## src/rtl/uart_rx_pkg.sv

```systemverilog
// uart_rx_pkg: shared FSM encoding, frame geometry and baud divisors.
// Frame length follows UART_RX_PARITY_EN (8N1 = 10 bits, 8E1 = 11 bits).
package uart_rx_pkg;

    typedef enum logic [1:0] {
        IDLE = 2'd0,
        RECV = 2'd1,
        LOAD = 2'd2,
        DAV  = 2'd3
    } state_e;

    localparam int FRAME_LEN_8N1 = 10;
    localparam int FRAME_LEN_8E1 = 11;

`ifdef UART_RX_PARITY_EN
    localparam int FRAME_LEN = FRAME_LEN_8E1;
`else
    localparam int FRAME_LEN = FRAME_LEN_8N1;
`endif

    localparam int CNT_W = 4;
    localparam logic [CNT_W-1:0] LAST_BIT = CNT_W'(FRAME_LEN - 1);

    // Bit periods in clk cycles at 100 MHz
    localparam int B115200 = 868;
    localparam int B57600  = 1736;
    localparam int B38400  = 2604;
    localparam int B19200  = 5208;
    localparam int B9600   = 10417;

endpackage

```

## src/rtl/baudgen_rx.sv

```systemverilog
// baudgen_rx: mid-bit tick generator for the receiver.
// First tick M/2+1 cycles after clk_ena rises, then one every M cycles.
module baudgen_rx #(
    parameter int M = 868
) (
    input  logic clk,
    input  logic rst,
    input  logic clk_ena,
    output logic clk_out
);

    localparam int W = $clog2(M);
    localparam logic [W-1:0] TOP = W'(M - 1);
    localparam logic [W-1:0] MID = W'(M / 2);

    logic [W-1:0] div_q;
    logic [W-1:0] div_d;

    // Parked at TOP while disabled so the first enabled cycle wraps to 0
    always_comb begin
        div_d = TOP;
        if (clk_ena) begin
            if (div_q == TOP) begin
                div_d = '0;
            end else begin
                div_d = div_q + W'(1);
            end
        end
    end

    always_ff @(posedge clk or posedge rst) begin
        if (rst) begin
            div_q <= TOP;
        end else begin
            div_q <= div_d;
        end
    end

    assign clk_out = clk_ena && (div_q == MID);

endmodule

```

## src/rtl/uart_rx.sv

```systemverilog
// uart_rx: 8N1 UART receive engine; 8E1 with even parity when
// UART_RX_PARITY_EN is defined.
module uart_rx
    import uart_rx_pkg::*;
#(
    parameter int BAUD = B115200
) (
    input  logic       clk,
    input  logic       rst,
    input  logic       rx,
    output logic [7:0] data,
    output logic       rcv,
    output logic       busy,
    output logic       frame_err,
    output logic       parity_err
);

    logic [1:0]           sync_q, sync_d;
    state_e               state_q, state_d;
    logic [CNT_W-1:0]     cnt_q, cnt_d;
    logic [FRAME_LEN-1:0] shift_q, shift_d;
    logic [7:0]           data_q, data_d;
    logic                 rcv_q, rcv_d;
    logic                 ferr_q, ferr_d;
`ifdef UART_RX_PARITY_EN
    logic                 perr_q, perr_d;
`endif

    logic rx_s;
    logic bauden;
    logic tick;
    logic stop_ok;
    logic par_ok;

    assign rx_s   = sync_q[1];
    assign bauden = (state_q == RECV);

    baudgen_rx #(
        .M(BAUD)
    ) u_baudgen (
        .clk    (clk),
        .rst    (rst),
        .clk_ena(bauden),
        .clk_out(tick)
    );

    // Start bit must also have sampled low for the frame to be good
    assign stop_ok = shift_q[FRAME_LEN-1] & ~shift_q[0];
`ifdef UART_RX_PARITY_EN
    assign par_ok = ~^shift_q[9:1];
`else
    assign par_ok = 1'b1;
`endif

    always_comb begin
        sync_d  = {sync_q[0], rx};
        state_d = state_q;
        cnt_d   = cnt_q;
        shift_d = shift_q;
        data_d  = data_q;
        rcv_d   = 1'b0;
        ferr_d  = 1'b0;
`ifdef UART_RX_PARITY_EN
        perr_d  = 1'b0;
`endif
        case (state_q)
            IDLE: begin
                if (!rx_s) begin
                    state_d = RECV;
                    cnt_d   = '0;
                end
            end
            RECV: begin
                if (tick) begin
                    shift_d = {rx_s, shift_q[FRAME_LEN-1:1]};
                    cnt_d   = cnt_q + CNT_W'(1);
                    if (cnt_q == '0 && rx_s) begin
                        state_d = IDLE;
                    end else if (cnt_q == LAST_BIT) begin
                        state_d = LOAD;
                    end
                end
            end
            LOAD: begin
                state_d = DAV;
                if (!stop_ok) begin
                    ferr_d = 1'b1;
                end else if (!par_ok) begin
`ifdef UART_RX_PARITY_EN
                    perr_d = 1'b1;
`endif
                end else begin
                    data_d = shift_q[8:1];
                    rcv_d  = 1'b1;
                end
            end
            DAV: begin
                state_d = IDLE;
            end
            default: begin
                state_d = IDLE;
            end
        endcase
    end

    always_ff @(posedge clk or posedge rst) begin
        if (rst) begin
            sync_q  <= 2'b11;
            state_q <= IDLE;
            cnt_q   <= '0;
            shift_q <= '1;
            data_q  <= '0;
            rcv_q   <= 1'b0;
            ferr_q  <= 1'b0;
        end else begin
            sync_q  <= sync_d;
            state_q <= state_d;
            cnt_q   <= cnt_d;
            shift_q <= shift_d;
            data_q  <= data_d;
            rcv_q   <= rcv_d;
            ferr_q  <= ferr_d;
        end
    end

`ifdef UART_RX_PARITY_EN
    always_ff @(posedge clk or posedge rst) begin
        if (rst) begin
            perr_q <= 1'b0;
        end else begin
            perr_q <= perr_d;
        end
    end

    assign parity_err = perr_q;
`else
    assign parity_err = 1'b0;
`endif

    assign data      = data_q;
    assign rcv       = rcv_q;
    assign frame_err = ferr_q;
    assign busy      = (state_q == RECV) || (state_q == LOAD);

endmodule

```

## config.mk

```make
export PLATFORM = sky130hd
export DESIGN_NAME = uart_rx
export DESIGN_NICKNAME = d
export VERILOG_FILES = /design/src/rtl/uart_rx_pkg.sv /design/src/rtl/baudgen_rx.sv /design/src/rtl/uart_rx.sv
export SDC_FILE = /design/constraint.sdc
export NUM_CORES = 1
export LEC_CHECK = 0
export ABC_CLOCK_PERIOD_IN_PS = 2530
export CAP_MARGIN = 15
export CORE_ASPECT_RATIO = 0.6
export CORE_MARGIN = 4
export CORE_UTILIZATION = 50
export CTS_BUF_LIST = sky130_fd_sc_hd__clkbuf_8
export DETAILED_ROUTE_END_ITERATION = 12
export GPL_TIMING_DRIVEN = 0
export PLACE_DENSITY = 0.7
export SKIP_LAST_GASP = 1
export SLEW_MARGIN = 10
export SYNTH_ARGS = -nofsm -noshare
export SYNTH_HDL_FRONTEND = slang
export SYNTH_SLANG_ARGS = --single-unit
```

## constraint.sdc

```tcl
create_clock -name clk -period 2.53 [get_ports clk]
set_clock_uncertainty 0.15 [all_clocks]
set_input_delay 0.253 -clock clk [delete_from_list [all_inputs] [get_ports clk]]
set_output_delay 0.253 -clock clk [all_outputs]
set_load 0.02 [all_outputs]
```

==> impl_metrics.json <==
{
  "status": "complete, no violations",
  "min_path_cells": 0,
  "num_rows": 16,
  "grt_pass1_wl_um": 5190,
  "ant_nets": 0,
  "diodes": 0,
  "yosys-top-cells-area": "dfrtp_1 (27%), dfstp_2 (26%), mux2_4 (7.4%)",
  "synth_cell_type_count": 39,
  "synth-seq-cells": 38,
  "totalPowerFinal_w": 0.00111,
  "start_kind": "register",
  "ir_drop_mv": 0.293,
  "drtIter0Drc": 94,
  "viasPerCell": 5.41,
  "clkPwrFrac_pct": 43.2,
  "hold_viol_final": 0,
  "critPathKind": "register to register",
  "required_ns": 2.54,
  "tightest_slew_ns": 0.739,
  "antenna_found_initial": 0,
  "cts_buffer_depth": 2,
  "grt_util_all_layers_pct": 14.8,
  "setup_viol": 0,
  "dieArea_sq_um": 4730,
  "endpoint_kind": "register",
  "power.internal_w": 0.000903,
  "htree_levels": 2,
  "min_from": "sync_q[0]",
  "cts.clk_slew.worst_paths_ns": 0.07,
  "whs_ns": 0.212,
  "reg2reg_to": "cnt_q[0]",
  "wl_per_cell_um": 14.3,
  "fmax_mhz": 480,
  "critical_path.max_fanout": 4,
  "portBuffers": 13,
  "synth_top_cell_by_area": "dfrtp_1",
  "core_area_sq_um": 3380,
  "power_frac_seq_pct": 55.2,
  "hold-path-endpoint": "sync_q[1]",
  "leakagePower_nw": 0.988,
  "ys_warn_count": 0,
  "synthCells": 145,
  "drv_cap": 0,
  "dieWidth_um": 86.1,
  "vias": 1142,
  "avgSynthCellArea_sq_um": 12.6,
  "cts_setup_buffers": 0,
  "synth_area_sq_um": 1830,
  "gp_congestion": 0.832,
  "drc": 0,
  "period_share_pct": 82.3,
  "slew_headroom_pct": 50.7,
  "r2r_start": "u_baudgen.div_q[1]",
  "maxSlewViolCount": 0,
  "drive_gt1_share_pct": 31.3,
  "cp.arrival_ns": 2.10,
  "cts_resized": 0,
  "rsz0062_at_grt": "false",
  "yosysSeqAreaShare_pct": 53.1,
  "p_sw_share_pct": 18.7,
  "drtPass1Iterations": 4,
  "synth_edf_count": 0,
  "mostFrequentLayoutCells": "dfrtp_1 (20), dfstp_2 (18), clkdlybuf4s50_1 (13)",
  "mappedNetlistNets": 157,
  "root_buffer": "clkbuf_8",
  "cts_buffers": 5,
  "grt_max_degree": 39,
  "die_h_um": 54.9,
  "layout_min_cycle_time_ns": 2.08,
  "rr_worst_depth": 5,
  "p_comb_share_pct": 1.7,
  "final_common_cell": "dfrtp_1",
  "syn_to_final_growth_pct": 16.0,
  "cts_tree": "yes",
  "hpwl_um": 2220,
  "initial_core_util_pct": 54.1,
  "r2r_setup_slack_ns": 0.45,
  "hp-class": "register to register",
  "setup_tns_ns": 0,
  "synth.top_cell.area_share_pct": 27.3,
  "grt_pass1_vias": 1130,
  "ys_async_sr_fraction_pct": 100,
  "yosys_most_used_dff": "dfrtp_1",
  "nets": 177,
  "switchingPower_w": 0.000208,
  "grt_overflow": 0,
  "cts_sinks": 38,
  "postCtsHoldBufs": 0,
  "clk_latency_ns": 0.28,
  "wl_um": 3020,
  "io_pins": 15,
  "p_per_area_nw_per_um2": 523
}
-- per-stage QoR --
stage | util (%) | area, sq um | setup slack, ns | cells
2_1_floorplan | - | 1830 | 0.574 | 145
6_report | 62.8 | 2120 | 0.449 | 211
3_5_place_dp | 59.7 | 2020 | 0.464 | 203
4_1_cts | 62.8 | 2120 | 0.448 | 211
5_1_grt | 62.8 | 2120 | 0.342 | 211
3_3_place_gp | 59.7 | 2020 | 0.480 | 203
-- how the worst max path moves through the flow --
stage	from	to	slack (ns)	cells after the start
6_report	u_baudgen.div_q[1]	cnt_q[0]	0.45	5
5_1_grt	u_baudgen.div_q[1]	cnt_q[0]	0.34	5
4_1_cts	u_baudgen.div_q[1]	cnt_q[0]	0.45	5
3_5_place_dp	u_baudgen.div_q[1]	cnt_q[0]	0.46	5
3_3_place_gp	u_baudgen.div_q[1]	shift_q[8]	0.48	5
2_1_floorplan	u_baudgen.div_q[1]	shift_q[1]	0.57	5
-- sequential cells by signal, indices dropped and copies added, names as in the netlist, named ones only --
register	cells
u_baudgen.div_q	10
cnt_q	4
shift_q	10
state_q	1
sync_q	2
frame_err	1
rcv	1
data	8
-- synth_stat cells (2+ instances only) --
library cell and number:
dfstp_2 18, nand3b_1 2, nand2_1 6, nand3_1 10, nand4_1 3, ha_1 9, mux2_4 9, o21ai_0 7
nand4bb_1 2, xor2_1 4, dfrtp_1 20, nor2_1 6, inv_1 11, mux2_2 10, xnor2_1 2, a21oi_1 2
mux2i_1 2
-- area by class of cell --
class | count | area [sq um]
Fill cell | 262 | 1260
Sequential cell | 38 | 973
Multi-Input combinational cell | 92 | 790
Clock buffer | 5 | 68.8
Clock inverter | 3 | 37.5
Timing Repair Buffer | 13 | 130
Inverter | 11 | 41.3
Buffer | 4 | 27.5
Tap cell | 45 | 56.3
-- metal layers --
layer | vias to the layer above | track usage, % | wire, um
li1 | 549 | - | -
met1 | 553 | 20.0 | 1450
met2 | 38 | 22.9 | 1350
met3 | 2 | 4.51 | 206
met4 | 0 | 5.00 | 12
met5 | - | 0 | 0
-- worst max-delay path, stage by stage (launching register included) --
cell and delay [ns]:
dfstp_2 0.55, ha_1 0.17, nand4_2 0.09, o41ai_2 0.40, o211ai_1 0.28, mux2_2 0.33
-- power groups by stage --
stage | clock [W] | combinational, W | sequential (W)
finish | 0.000480 | 0.0000186 | 0.000613
global route | 0.000526 | 0.0000222 | 0.000613
CTS | 0.000497 | 0.0000198 | 0.000613
detailed placement | 0 | 0.0000199 | 0.000624
global placement | 0 | 0.0000190 | 0.000623
floorplan | 0 | 0.0000129 | 0.000623
-- logic make-up after synthesis --
logic type	synth area share, %
buffers and inverters	3.76
flip-flops	53.1
AO/OA/AOI/OAI	6.83
other	0.205
adder cells (fa/ha/maj)	6.15
AND/OR/NAND/NOR	12.4
XOR/XNOR	2.87
multiplexers	14.6
Power figures use the tool's default switching activity.
